**config.mk**
```make
export PLATFORM = sky130hd
export DESIGN_NAME = hamming_disp_scheduler
export DESIGN_NICKNAME = d
export VERILOG_FILES = /design/src/rtl/hamming_disp_scheduler.sv
export SDC_FILE = /design/constraint.sdc
export NUM_CORES = 1
export LEC_CHECK = 0
export CAP_MARGIN = 25
export CORE_AREA = 5 5 131 133
export DETAILED_ROUTE_END_ITERATION = 12
export DIE_AREA = 0 0 136 138
export HOLD_SLACK_MARGIN = 0.06
export SYNTH_ARGS = -nofsm -noshare
export SYNTH_HDL_FRONTEND = slang
export SYNTH_SLANG_ARGS = --single-unit
```
**constraint.sdc**
```tcl
create_clock -name iClk -period 10.2 [get_ports iClk]
set_input_delay 2.04 -clock iClk [delete_from_list [all_inputs] [get_ports iClk]]
set_output_delay 2.04 -clock iClk [all_outputs]
set_load 0.1 [all_outputs]
```
**src/rtl/hamming_disp_scheduler.sv**
```systemverilog
`default_nettype none
// ============================================================================
// Module      : hamming_disp_scheduler
// Description : Drives the read side of the left/right census line buffers
//               for one matching window. For each disparity it sums the
//               Hamming cost (popcount of left XOR right) over the window,
//               saturating the sum, and keeps the lowest-cost disparity.
//               Ties go to the lower disparity.
// Revision    : 1.0 - initial release
// ============================================================================
module hamming_disp_scheduler #(
    parameter int WIN_WORDS = 4,
    parameter int MAX_DISP  = 16,
    parameter int AW        = 8,
    parameter int DW        = 5,
    parameter int CW        = 16
) (
    input  logic          iClk,
    input  logic          iReset,
    input  logic          iStart,
    input  logic [AW-1:0] iBaseL,
    input  logic [AW-1:0] iBaseR,
    output logic          oRdEn,
    output logic [AW-1:0] oAddrL,
    output logic [AW-1:0] oAddrR,
    input  logic [31:0]   iDataL,
    input  logic [31:0]   iDataR,
    output logic          oBusy,
    output logic          oDone,
    output logic [DW-1:0] oDisp,
    output logic [CW-1:0] oCost
);

    // Word counter width; a one-word window still needs one bit.
    localparam int c_WW = (WIN_WORDS > 1) ? $clog2(WIN_WORDS) : 1;
    // Adder width: wide enough for the accumulator and a 0..32 popcount plus carry.
    localparam int c_SW = ((CW > 6) ? CW : 6) + 1;

    localparam logic [c_WW-1:0] c_LAST_W = c_WW'(WIN_WORDS - 1);
    localparam logic [DW-1:0]   c_LAST_D = DW'(MAX_DISP - 1);
    localparam logic [c_SW-1:0] c_SAT    = {{(c_SW-CW){1'b0}}, {CW{1'b1}}};

    localparam logic [1:0] c_IDLE  = 2'd0;
    localparam logic [1:0] c_ISSUE = 2'd1;
    localparam logic [1:0] c_DRAIN = 2'd2;
    localparam logic [1:0] c_DONE  = 2'd3;

    logic [1:0]      r_state;
    logic [AW-1:0]   r_baseL;
    logic [AW-1:0]   r_addrL;
    logic [AW-1:0]   r_addrR;
    logic [c_WW-1:0] r_w;
    logic [DW-1:0]   r_d;

    logic            r_vld;
    logic            r_vLast;
    logic [DW-1:0]   r_vDisp;

    logic [CW-1:0]   r_acc;
    logic [CW-1:0]   r_bestCost;
    logic [DW-1:0]   r_bestDisp;

    logic            r_done;
    logic [DW-1:0]   r_outDisp;
    logic [CW-1:0]   r_outCost;

    logic [31:0]     w_xor;
    logic [5:0]      w_pop;
    logic [c_SW-1:0] w_sumWide;
    logic [CW-1:0]   w_sum;
    logic            w_take;
    logic [CW-1:0]   w_nextBestCost;
    logic [DW-1:0]   w_nextBestDisp;
    logic            w_accept;

    assign w_accept = (r_state == c_IDLE) && iStart;

    // Popcount of the returned word pair and saturating add into the running cost.
    always_comb begin
        w_xor = iDataL ^ iDataR;
        w_pop = '0;
        for (int i = 0; i < 32; i++) begin
            w_pop = w_pop + {5'd0, w_xor[i]};
        end
        w_sumWide = c_SW'(r_acc) + c_SW'(w_pop);
        w_sum     = (w_sumWide > c_SAT) ? c_SAT[CW-1:0] : w_sumWide[CW-1:0];
    end

    // Best-so-far update on the last word of a disparity; disparity 0 always seeds it.
    always_comb begin
        w_take         = r_vld && r_vLast && ((r_vDisp == '0) || (w_sum < r_bestCost));
        w_nextBestCost = w_take ? w_sum   : r_bestCost;
        w_nextBestDisp = w_take ? r_vDisp : r_bestDisp;
    end

    // Control FSM and read-address generation; the right address is linear across
    // the whole search, the left address re-walks the same window per disparity.
    always_ff @(posedge iClk) begin
        if (iReset) begin
            r_state <= c_IDLE;
            r_baseL <= '0;
            r_addrL <= '0;
            r_addrR <= '0;
            r_w     <= '0;
            r_d     <= '0;
        end else begin
            case (r_state)
                c_IDLE: begin
                    if (iStart) begin
                        r_baseL <= iBaseL;
                        r_addrL <= iBaseL;
                        r_addrR <= iBaseR;
                        r_w     <= '0;
                        r_d     <= '0;
                        r_state <= c_ISSUE;
                    end
                end
                c_ISSUE: begin
                    r_addrR <= r_addrR + AW'(1);
                    if (r_w == c_LAST_W) begin
                        r_w     <= '0;
                        r_addrL <= r_baseL;
                        r_d     <= r_d + DW'(1);
                        if (r_d == c_LAST_D) begin
                            r_state <= c_DRAIN;
                        end
                    end else begin
                        r_w     <= r_w + c_WW'(1);
                        r_addrL <= r_addrL + AW'(1);
                    end
                end
                c_DRAIN: r_state <= c_DONE;
                default: r_state <= c_IDLE;
            endcase
        end
    end

    // One-stage valid pipe matching the buffer read latency, tagged with window position.
    always_ff @(posedge iClk) begin
        if (iReset) begin
            r_vld   <= 1'b0;
            r_vLast <= 1'b0;
            r_vDisp <= '0;
        end else begin
            r_vld   <= (r_state == c_ISSUE);
            r_vLast <= (r_w == c_LAST_W);
            r_vDisp <= r_d;
        end
    end

    // Cost accumulation and best-disparity tracking, cleared on each accepted start.
    always_ff @(posedge iClk) begin
        if (iReset || w_accept) begin
            r_acc      <= '0;
            r_bestCost <= '0;
            r_bestDisp <= '0;
        end else if (r_vld) begin
            r_acc      <= r_vLast ? '0 : w_sum;
            r_bestCost <= w_nextBestCost;
            r_bestDisp <= w_nextBestDisp;
        end
    end

    // Result registers load while leaving DRAIN so they are valid alongside oDone.
    always_ff @(posedge iClk) begin
        if (iReset) begin
            r_done    <= 1'b0;
            r_outDisp <= '0;
            r_outCost <= '0;
        end else begin
            r_done <= (r_state == c_DRAIN);
            if (r_state == c_DRAIN) begin
                r_outDisp <= w_nextBestDisp;
                r_outCost <= w_nextBestCost;
            end
        end
    end

    assign oRdEn  = (r_state == c_ISSUE);
    assign oBusy  = (r_state == c_ISSUE) || (r_state == c_DRAIN);
    assign oAddrL = r_addrL;
    assign oAddrR = r_addrR;
    assign oDone  = r_done;
    assign oDisp  = r_outDisp;
    assign oCost  = r_outCost;

endmodule
`default_nettype wire
```
==> impl_results.md, run 1 <==
* Outcome: finished clean
* Detailed-route DRC error count at 0
* Die Ht at 138 µm
* Synthesized Nets at 862
* Final setup fails at 0
* Clk_lat worst skew at 0.36 ns
* Crit Path Max Fanout at 15
* Top routing layer in use: met4
* Post-CTS setup buffers at 0
* CP Capture Type: flop
* Initial Util at 39.5%
* Most common cell in the netlist: dfxtp_1
* CTS clk-pin slew, worst paths at 0.07 ns
* Slowest CP cell: fa_1
* Hold/Removal Path Class: flop to flop
* Routability cong. at 0.899
* Area leader, netlist: dfxtp_1
* Hold WS at 0.453 ns
* Number of global-route vias before repair at 5538
* Clk_skew at 0.00733 ns
* Post-synthesis sequential area ratio at 31.9%
* Post-synth EDFFs at 0
* FP Rows at 46
* Post-cts resize count at 0
* Vias/cell at 5.16
* Layout cell share with drive strength beyond 1 at 6.51%
* Top cells by area, synth: dfxtp_1 (32%), fa_1 (8.4%), ha_1 (7.9%)
* WP data arrival at 9.91 ns
* Die width at 136 µm
* Pin count of the biggest net entering global routing at 58
* DP Area at 7660 µm²
* Max-slew headroom at 31.4%
* FMAX at 103 MHz
* Drt initial violations at 332
* Clock sink count at 99
* Worst Path Buf+Inv at 3
* Syn Area/Cell at 8.70 µm²
* Synth Warn # at 0
* CTS buffer count at 9
* Root buf cell: clkbuf_16
* Hold buffers post-CTS at 0
* WL met1 at 6.95 mm
* Setup TNS at 0 ns
* Cell area after synthesis at 6210 µm²
* Async SR Flop Fraction at 0%
* Delay of the slowest cell on the worst path at 0.58 ns
* Routed WL at 15.9 mm
* Synth top cells by count: dfxtp_1 (99), nand2_1 (64), a21oi_1 (61), inv_1 (49), nor2_1 (47)
* Nets at 973
* CTS tree: yes
* Top FF cell, synth: dfxtp_1
* Ports at 123
* Critical path startpoint category: primary input
* Max Transition Viols Final at 0
* Vias at 5395
* Total length of routed met2 wires at 7.63 mm
* Ant diodes at 0
* Synth cell types at 57
* P&R area growth vs syn at 27.9%
* Post-route design area at 7950 µm²
* Met3 WL at 874 µm
* GRT Total Usage at 17.3%
* Tcrit/Tclk final at 94.9%
* Required time of the critical path at 10.43 ns
* H-tree depth at 3
* Post-route ant nets at 0
* CORE AREA at 15700 µm²
* Max clock buf depth at 2
* Pre-Repair DR Iteration Count at 5
* Unrepaired setup endpoints after global routing: no
* Final min period at 9.68 ns
* Post-DP HPWL at 12.0 mm
* CP top delay family: adder cells
* Initial antenna violation count at 0
* Buffers on Ports at 122
* FF+latch count, synth at 99
* Synth top area share at 31.9%
* WS Path Type: primary input to flop
* Worst-path cell chain: clkdlybuf4s50_1 -> xor2_1 -> fa_1 -> fa_1 -> fa_1 -> fa_1 -> inv_1 -> fa_1 -> fa_1 -> fa_1 -> inv_1 -> fa_1 -> a211oi_2 -> nor3_2 -> o2111ai_4 -> o21ai_0 -> ha_1 -> a2111oi_0 -> a211oi_1 -> nand2_1 -> o2111ai_1 -> nor3b_1 -> o31ai_1
* Max Cap Violations at 0
* Die area at 18800 µm²
* Grt ovf at 0
* Wire length per cell at 15.2 µm
* Most frequent CP cell: fa_1
* First-pass GRT wire length at 26.8 mm
* Slew @ Worst Pin at 1.03 ns
* Fill count at 1499
* Cells after Synth at 714
* Final hold vios at 0
## path summary, 6_finish.rpt
check,start,endpoint,slack [ns],cells past startpoint
setup / recovery,iDataL[0],oCost[11],0.52,23
setup reg to reg,r_acc[0],oCost[11],2.54,21
hold / removal,oCost[13],oCost[13],0.45,2
hold reg to reg,oCost[13],oCost[13],0.45,2
## layout by cell type (no fill, tap or decap), types with 4 or more instances in the layout
cell             instances
clkdlybuf4s50_1        121
dfxtp_1                 99
nand2_1                 64
a21oi_1                 61
inv_1                   49
nor2_1                  47
ha_1                    39
o21ai_0                 26
fa_1                    26
xnor2_1                 25
xor2_1                  24
nor3_1                  23
nand3_1                 22
nor2b_1                 21
nand2b_1                20
mux2i_1                 16
a211oi_1                12
buf_4                   11
o32ai_1                 10
clkbuf_16                9
o211ai_1                 8
nor3_2                   7
and3_1                   7
a311oi_1                 7
nand4_1                  6
o21a_1                   4
or2_2                    4
o2111ai_1                4
o31ai_1                  4
## worst reg2reg max path, delay by kind of cell (launching register included)
kind,cells,cell delay (ns)
buffers and inverters,2,0.11
flip-flops,1,0.34
adder cells (fa/ha/maj),9,4.25
AO/OA/AOI/OAI,7,2.13
AND/OR/NAND/NOR,3,0.73
## registers in the layout, indices dropped and copies added (netlist names)
signal      cells
oAddrR          8
r_d             5
r_baseL         8
oAddrL          8
oCost          16
oDisp           5
r_bestDisp      5
r_bestCost     16
r_acc          16
r_vDisp         5
oDone           1
r_vLast         1
r_vld           1
r_w             2
r_state         2
## area by class of cell
class / count / area, µm² / area share [%]
clock buffers: 9 / 225 / 2.83
clock inverters: 7 / 60.1 / 0.756
inverters: 49 / 184 / 2.31
multi-input cells: 531 / 3880 / 48.9
flip-flops and latches: 99 / 1980 / 24.9
well taps: 216 / 270 / 3.40
repair buffers: 135 / 1340 / 16.9
## through the flow
stage	instances	setup slack [ns]	util [%]
6_report	1046	0.520	50.6
5_1_grt	1046	0.0918	50.6
4_1_cts	1046	0.505	50.6
3_5_place_dp	1030	0.162	48.7
3_3_place_gp	1030	0.262	48.7
2_1_floorplan	714	1.30	-
## kinds of logic after synthesis
group,count (synthesis),share of synthesized area (%)
AO/OA/AOI/OAI,159,16.7
adder cells (fa/ha/maj),65,16.2
buffers and inverters,84,5.54
XOR/XNOR,49,6.91
multiplexers,19,3.12
AND/OR/NAND/NOR,239,19.5
flip-flops,99,31.9
## metal layers
metal	track usage [%]	up-vias
met5	0	-
met4	7.27	0
met3	4.17	30
met2	28.3	141
met1	21.7	2520
li1	-	2704
Power of run 1 is not shown: default switching activity piles up to over one toggle a cycle in this logic, so the estimate is an artifact.
==> run 2, diff against run 1 <==
- SKIP_LAST_GASP: not set -> 1
- TNS_END_PERCENT: not set -> 1
==> results of run 2 <==
Final layout, timing and power as in run 1 (identical DEF).
Power of run 2 is left out for the same reason.
